### src/rtl/fetch_unit_pkg.sv
// -----------------------------------------------------------------------------
// fetch_unit_pkg
//  Shared definitions for the instruction-fetch stage:
//   - default reset PC and sequential PC increment
//   - fetch FSM state encoding
//   - helper that forces a byte address onto a 4-byte boundary
// -----------------------------------------------------------------------------
package fetch_unit_pkg;

    localparam logic [31:0] DEFAULT_RESET_PC = 32'h0000_0000;
    localparam logic [31:0] DEFAULT_PC_STEP  = 32'd4;

    // IDLE : one-cycle bubble after reset before the first request
    // WAIT : request outstanding, response will be delivered to decode
    // KILL : request outstanding, but a redirect arrived; response is dropped
    // HOLD : fetched word buffered and presented to decode
    typedef enum logic [1:0] {
        ST_IDLE = 2'd0,
        ST_WAIT = 2'd1,
        ST_KILL = 2'd2,
        ST_HOLD = 2'd3
    } fetch_state_t;

    // Instruction addresses are word aligned; redirect targets are trimmed.
    function automatic logic [31:0] align_word(input logic [31:0] addr);
        return {addr[31:2], 2'b00};
    endfunction

endpackage

### src/rtl/fetch_unit_adder.sv
// -----------------------------------------------------------------------------
// fetch_unit_adder
//  Plain ripple-carry adder used for the sequential PC increment.
//  The result wraps modulo 2**WIDTH; there is no carry-out.
//  Ports:
//   a    in  WIDTH  first operand (current fetch address)
//   b    in  WIDTH  second operand (PC step)
//   sum  out WIDTH  a + b, truncated to WIDTH bits
// -----------------------------------------------------------------------------
module fetch_unit_adder #(
    parameter int WIDTH = 32
) (
    input  logic [WIDTH-1:0] a,
    input  logic [WIDTH-1:0] b,
    output logic [WIDTH-1:0] sum
);

    // carry[i] is the carry into bit i; the final carry-out is not kept.
    logic [WIDTH-1:0] carry;

    assign carry[0] = 1'b0;

    generate
        for (genvar gi = 0; gi < WIDTH; gi++) begin : g_bit
            assign sum[gi] = a[gi] ^ b[gi] ^ carry[gi];
            if (gi < WIDTH - 1) begin : g_carry
                assign carry[gi+1] = (a[gi] & b[gi]) | (carry[gi] & (a[gi] ^ b[gi]));
            end
        end
    endgenerate

endmodule

### src/rtl/fetch_unit.sv
// -----------------------------------------------------------------------------
// fetch_unit
//  Instruction-fetch stage. Keeps the program counter, issues one request at
//  a time to instruction memory (req/ack), and hands each fetched word to
//  decode (valid/ready). Redirects from downstream are accepted in any state.
//  Ports:
//   clk             in   1   clock, all state updates on posedge
//   rst             in   1   asynchronous active-high reset
//   imem_req        out  1   fetch request outstanding
//   imem_addr       out  32  fetch address, stable until acknowledged
//   imem_ack        in   1   memory returns imem_rdata this cycle
//   imem_rdata      in   32  instruction word, valid with imem_ack
//   redirect_valid  in   1   load a new PC this cycle
//   redirect_pc     in   32  redirect target (bits [1:0] ignored)
//   out_valid       out  1   out_instr/out_pc valid for decode
//   out_ready       in   1   decode accepts when out_valid & out_ready
//   out_instr       out  32  fetched instruction
//   out_pc          out  32  address of out_instr
// -----------------------------------------------------------------------------
module fetch_unit
    import fetch_unit_pkg::*;
#(
    parameter logic [31:0] RESET_PC = DEFAULT_RESET_PC,
    parameter logic [31:0] PC_STEP  = DEFAULT_PC_STEP
) (
    input  logic        clk,
    input  logic        rst,
    output logic        imem_req,
    output logic [31:0] imem_addr,
    input  logic        imem_ack,
    input  logic [31:0] imem_rdata,
    input  logic        redirect_valid,
    input  logic [31:0] redirect_pc,
    output logic        out_valid,
    input  logic        out_ready,
    output logic [31:0] out_instr,
    output logic [31:0] out_pc
);

    fetch_state_t state_reg, state_next;
    logic [31:0]  pc_reg, pc_next;                  // next address to fetch
    logic [31:0]  fetch_addr_reg, fetch_addr_next;  // address of outstanding request
    logic [31:0]  out_instr_reg, out_instr_next;
    logic [31:0]  out_pc_reg, out_pc_next;

    logic [31:0]  pc_plus_step;
    logic [31:0]  redirect_target;

    assign redirect_target = align_word(redirect_pc);

    fetch_unit_adder #(
        .WIDTH (32)
    ) u_adder (
        .a   (fetch_addr_reg),
        .b   (PC_STEP),
        .sum (pc_plus_step)
    );

    // Outputs come straight from registers, so every output is quiet
    // (0 / RESET_PC) the moment reset is asserted.
    assign imem_req  = (state_reg == ST_WAIT) || (state_reg == ST_KILL);
    assign imem_addr = fetch_addr_reg;
    assign out_valid = (state_reg == ST_HOLD);
    assign out_instr = out_instr_reg;
    assign out_pc    = out_pc_reg;

    always_ff @(posedge clk or posedge rst) begin
        if (rst) begin
            state_reg      <= ST_IDLE;
            pc_reg         <= RESET_PC;
            fetch_addr_reg <= RESET_PC;
            out_instr_reg  <= 32'h0;
            out_pc_reg     <= 32'h0;
        end else begin
            state_reg      <= state_next;
            pc_reg         <= pc_next;
            fetch_addr_reg <= fetch_addr_next;
            out_instr_reg  <= out_instr_next;
            out_pc_reg     <= out_pc_next;
        end
    end

    always_comb begin
        state_next      = state_reg;
        pc_next         = pc_reg;
        fetch_addr_next = fetch_addr_reg;
        out_instr_next  = out_instr_reg;
        out_pc_next     = out_pc_reg;

        case (state_reg)
            ST_IDLE: begin
                state_next = ST_WAIT;
                if (redirect_valid) begin
                    pc_next         = redirect_target;
                    fetch_addr_next = redirect_target;
                end
            end

            ST_WAIT: begin
                if (imem_ack) begin
                    if (redirect_valid) begin
                        // Response is stale: drop it and reissue at the
                        // target; req stays high so no extra idle cycle.
                        pc_next         = redirect_target;
                        fetch_addr_next = redirect_target;
                    end else begin
                        out_instr_next = imem_rdata;
                        out_pc_next    = fetch_addr_reg;
                        pc_next        = pc_plus_step;
                        state_next     = ST_HOLD;
                    end
                end else if (redirect_valid) begin
                    // The memory request cannot be withdrawn, so the address
                    // stays put and the eventual response is discarded.
                    pc_next    = redirect_target;
                    state_next = ST_KILL;
                end
            end

            ST_KILL: begin
                if (redirect_valid) begin
                    pc_next = redirect_target;
                end
                if (imem_ack) begin
                    // A redirect in the same cycle as the ack must win over
                    // the earlier stored target.
                    fetch_addr_next = redirect_valid ? redirect_target : pc_reg;
                    state_next      = ST_WAIT;
                end
            end

            ST_HOLD: begin
                if (redirect_valid) begin
                    // Buffered word is either taken this cycle (out_ready=1)
                    // or discarded; in both cases fetching restarts here.
                    pc_next         = redirect_target;
                    fetch_addr_next = redirect_target;
                    state_next      = ST_WAIT;
                end else if (out_ready) begin
                    fetch_addr_next = pc_reg;
                    state_next      = ST_WAIT;
                end
            end

            default: begin
                state_next = ST_IDLE;
            end
        endcase
    end

endmodule

### config.mk
export PLATFORM = sky130hd
export DESIGN_NAME = fetch_unit
export DESIGN_NICKNAME = d
export VERILOG_FILES = /design/src/rtl/fetch_unit_pkg.sv /design/src/rtl/fetch_unit_adder.sv /design/src/rtl/fetch_unit.sv
export SDC_FILE = /design/constraint.sdc
export NUM_CORES = 1
export LEC_CHECK = 0
export BUFFER_PORTS_ARGS = -buffer_cell sky130_fd_sc_hd__buf_2
export CAP_MARGIN = 20
export CORE_MARGIN = 10
export CORE_UTILIZATION = 47
export DETAILED_ROUTE_END_ITERATION = 16
export PLACE_DENSITY = 0.73
export SKIP_LAST_GASP = 1
export SYNTH_ARGS = -nofsm -noshare
export SYNTH_HDL_FRONTEND = slang
export SYNTH_SLANG_ARGS = --single-unit
### constraint.sdc
create_clock -name clk -period 13.8 [get_ports clk]
set_input_delay 2.76 -clock clk [delete_from_list [all_inputs] [get_ports clk]]
set_output_delay 2.76 -clock clk [all_outputs]
set_load 0.03 [all_outputs]
* Word-level counts from Yosys, hierarchy flattened
Cells that the tools add are included.
Cells by class: equal/unequal tests 8, multiplexer cells 17, bitwise gates (word level) 59, reductions and logical operators 6
Operator list (number):
- $mux 32 | 8
- $pmux 32 s4 | 1
- $pmux 32 s2 | 1
- $xor 1x1->1 | 29
- $and 1x1->1 | 28
- $mux 2 | 6
- $pmux 2 s4 | 1
- $ne 3x3->1 const B | 2
- $reduce_and 3->1 | 2
- $eq 2x2->1 const B | 2
- $ne 2x2->1 const B | 2
- $reduce_and 4->1 | 1
- $ne 3x2->1 const B | 1
- $reduce_or 3->1 | 1
- $eq 2x1->1 const B | 1
- $logic_not 2->1 | 1
- $not 1->1 | 2
- $logic_or 1x1->1 | 1
Word-level totals: flip-flop bits (word level) 130, logic and storage cells 95

* Longest topological paths before layout
depth after elaboration 32, mapped depth 31, depth with buffers taken out 31

* Modules after synthesis
A second synthesis with hierarchy kept.
Second synthesis, totals: cells, all modules 449, area, all modules 6294.8 um^2
By module, submodules not included:
- fetch_unit | times used 1, cells an instance 412, area each 5639.2 um^2, sequential area each 3253.1 um^2
- fetch_unit_adder | times used 1, cells an instance 37, area each 655.6 um^2, sequential area each 0.0 um^2

* Worst setup path before layout
OpenSTA, ideal clock, no wires.
path type register to register, start reg fetch_addr_reg[2] (netlist: imem_addr[2]), end reg pc_reg[31], setup time 0.137 ns, data arrival time 5.712 ns, required time 13.663 ns, slack 7.951 ns, stages on the path, launching flop included 32, path buffers 0, clock period less this slack 5.849 ns, cell sequence dfrtp_1 ha_1 ha_1 ha_1 ha_1 ha_1 ha_1 ha_1 ha_1 ha_1 ha_1 ha_1 ha_1 ha_1 ha_1 ha_1 ha_1 ha_1 ha_1 ha_1 ha_1 ha_1 ha_1 ha_1 ha_1 ha_1 ha_1 ha_1 ha_1 xor2_1 mux2i_1 o21ai_0
On the way: cells in the longest elaborated chain, start to end 32
RTL lines:
- start, declared | line fetch_unit.sv:42 | logic [31:0] fetch_addr_reg, fetch_addr_next;
- start signal, assigned | line fetch_unit.sv:77 | fetch_addr_reg <= fetch_addr_next;
- $and 1x1->1 (28 in a row) | line fetch_unit_adder.sv:27 | assign carry[gi+1] = (a[gi] & b[gi]) | (carry[gi] & (a[gi] ^ b[gi]));
- $xor 1x1->1 | line fetch_unit_adder.sv:25 | assign sum[gi] = a[gi] ^ b[gi] ^ carry[gi];
- $mux 32 | line fetch_unit.sv:101 | if (redirect_valid) begin
- $mux 32 | line fetch_unit.sv:100 | if (imem_ack) begin
- $pmux 32 s2 | line fetch_unit.sv:90 | case (state_reg)
- net pc_next[31] | line fetch_unit.sv:41 | logic [31:0] pc_reg, pc_next;
- end signal, assigned | line fetch_unit.sv:76 | pc_reg <= pc_next;
- end, declared | line fetch_unit.sv:41
The timed path passes the listed nets, and every way through them passes these cells. A chain may end at the register's enable or synchronous reset.

* Worst setup path after layout
Same ends and word-level chain as after synthesis.

==> metrics.csv <==
stage,metric,value,unit
placed_design,place_area,6920,µm²
sta,rsz0062_at_grt,false,
clocking,clockBufferDepth,2,
detailed_routing,vias,3976,
sta,final_hold_viol_count,0,
detailed_routing,drc,0,
clocking,cts_tree,built,
clocking,path_clk_slew,60,ps
yosys,synth_top_area_frac,0.545,
die,die_w,133,µm
clocking,clock-root-buffer,clkbuf_16,
worst_setup_path,cpPeakStageDelay,410,ps
sta,slew_viol_final,0,
yosys,avgSynthCellArea,13.8,µm²
yosys,synth-main-ff-cell,dfrtp_1,
worst_setup_path,worstSetupStartpointType,flip-flop,
yosys,synthTopCellsByArea,"dfrtp_1, mux2_2, ha_1",
yosys,syn_area,5970,µm²
detailed_routing,wl,13.2,mm
worst_setup_path,worstSetupPathType,flip-flop to flip-flop,
die,row_count,41,
global_routing,grt_max_degree,69,
power,leakagePower,0.00380,µW
sta,fin_skew,5.96,ps
yosys,synthesis.nets,534,
power,cellPowerDensity,264,nW/µm²
placed_design,gp_congestion,0.775,
yosys,synth-seq-cells,130,
yosys,synth.distinct_cells,26,
sta,max_freq,163,MHz
global_routing,grt-ovfl-total,0,
die,num_io_pins,167,
sta,tns,0,ps
yosys,ys_warn_count,0,
worst_setup_path,critPathArrivalTime,6440,ps
worst_setup_path,end_kind,flip-flop,
clocking,cts_max_level,4,
yosys,synth-async-reset-ratio,1.00,
clocking,cts_setup_buffers,0,
worst_setup_path,cpMostUsedCell,ha_1,
die,core_area,12500,µm²
clocking,cts.sinks,130,
worst_hold_path,hold_path.class,flip-flop to flip-flop,
clocking,clk_latency,420,ps
final_layout,drive_gt1_frac,0.535,
flow_run,maxCapViolCount,0,
detailed_routing,drt_iter0_drc,108,
sta,worst_pin_slew,1100,ps
outcome,outcome,finished clean,
clocking,cts_hold_buf,0,
final_layout,syn_to_final_growth,26.5,%
clocking,cts-resized-gates,0,
yosys,syn_inst,433,
worst_setup_path,cp.required,14090,ps
sta,setup_viol,0,
final_layout,fin_area,7550,µm²
final_layout,fill_cells,1023,
die,fp.dieArea,17600,µm²
detailed_routing,drt_first_pass_iters,4,
detailed_routing,viasPerCell,5.09,
placed_design,hpwl,9.24,mm
clocking,numCtsBuffers,17,
die,fp.dieH,133,µm
sta,relSlewSlack,0.266,
detailed_routing,wl_per_cell,16.9,µm
yosys,seq_area_frac_synth,0.545,
power,ir_drop,0.134,mV
sta,fin_crit,6150,ps
final_layout,diodes,0,
global_routing,antenna_found_initial,0,
final_layout,multi_input_area,2570,µm²
final_layout,num-nets-final,698,
worst_setup_path,cp_max_fo,4,
placed_design,io_buffers,164,
yosys,yosysTopAreaCell,dfrtp_1,
global_routing,grt_pass1_wl,22.6,mm
yosys,synth_edf_count,0,
die,initial_core_util,0.477,
global_routing,grt_pass1_vias,4553,
detailed_routing,ant_nets,0,
global_routing,grtUsageTotal,0.157,
worst_setup_path,cp_slowest_cell,dfrtp_1,
final_layout,regArea,3250,µm²
sta,fin_crit_sh,0.446,
-- cells by family after synthesis --
| logic type | Yosys count | synth area share |
|---|---|---|
| multiplexers | 156 | 0.288 |
| flip-flops | 130 | 0.545 |
| AND/OR/NAND/NOR | 44 | 0.0319 |
| AO/OA/AOI/OAI | 38 | 0.0379 |
| adder cells (fa/ha/maj) | 32 | 0.0671 |
| buffers and inverters | 31 | 0.0270 |
| XOR/XNOR | 2 | 0.00293 |
-- path summary, 6_finish.rpt --
path	startpoint	endpoint	slack, ps	cells past startpoint
worst max-delay path	imem_addr[2]	pc_reg[31]	7650	31
worst min-delay path	out_instr[6]	out_instr[6]	500	1
worst max register to register	imem_addr[2]	pc_reg[31]	7650	31
worst min register to register	out_instr[6]	out_instr[6]	500	1
max in group asynchronous	rst	pc_reg[20]	9950	3
min in group asynchronous	rst	out_pc[17]	2480	2
-- final cells by class --
cell class                      instances  area share
Clock buffer                           21      0.0610
Multi-Input combinational cell        272       0.340
Tap cell                              172      0.0285
Clock inverter                         10      0.0209
Timing Repair Buffer                  168       0.114
Inverter                                8     0.00431
Sequential cell                       130       0.431
-- report_power, final --
group	internal, µW	switching, µW
registers	546	105
clock network	309	158
logic	342	532
total	1200	796
-- worst max-delay path, delay by kind of cell, from the launching register on --
family                   cells  cell delay (ps)
adder cells (fa/ha/maj)     28             5210
flip-flops                   1              410
XOR/XNOR                     1              150
multiplexers                 1              110
AO/OA/AOI/OAI                1              100
-- metrics by stage --
step | util | cells | power, µW | worst slack (ps) | hold WS (ps)
2_1_floorplan | - | 433 | 1290 | 7570 | 501
3_3_place_gp | 0.552 | 749 | 1510 | 7630 | 482
3_5_place_dp | 0.552 | 749 | 1540 | 7620 | 487
4_1_cts | 0.602 | 780 | 2020 | 7550 | 499
5_1_grt | 0.603 | 781 | 2120 | 7320 | 508
6_report | 0.603 | 781 | 1990 | 7650 | 496
-- layer usage --
| layer | global-route usage | share of wire | routed length, µm | vias up |
|---|---|---|---|---|
| met5 | 0 | 0 | 0 | - |
| met4 | 0.0562 | 0.013 | 177 | 0 |
| met3 | 0.0696 | 0.086 | 1140 | 14 |
| met2 | 0.253 | 0.48 | 6320 | 125 |
| met1 | 0.180 | 0.42 | 5590 | 1971 |
| li1 | - | - | - | 1866 |
-- synthesized netlist by cell type (4+ instances only) --
| library cell | count |
|---|---|
| buf_2 | 12 |
| buf_6 | 4 |
| clkbuf_1 | 7 |
| dfrtp_1 | 130 |
| ha_1 | 32 |
| inv_1 | 8 |
| mux2_2 | 121 |
| mux2i_1 | 32 |
| nand2_1 | 34 |
| nor2_1 | 4 |
| o21ai_0 | 31 |
-- placed cells by master (no fill, tap or decap), types with 3 or more instances in the layout --
master      netlist  final
clkbuf_16         0     17
nand2_1          34     32
dfrtp_1         130    130
mux2i_1          32     32
inv_1             8      7
clkinvlp_4        0      3
ha_1             32     32
buf_4             0      3
bufinv_16         0      4
nor2_1            4      4
o21ai_0          31     31
buf_2            12    164
mux2_2          121    121
clkinv_2          0      3
Power figures use the tool's default switching activity.
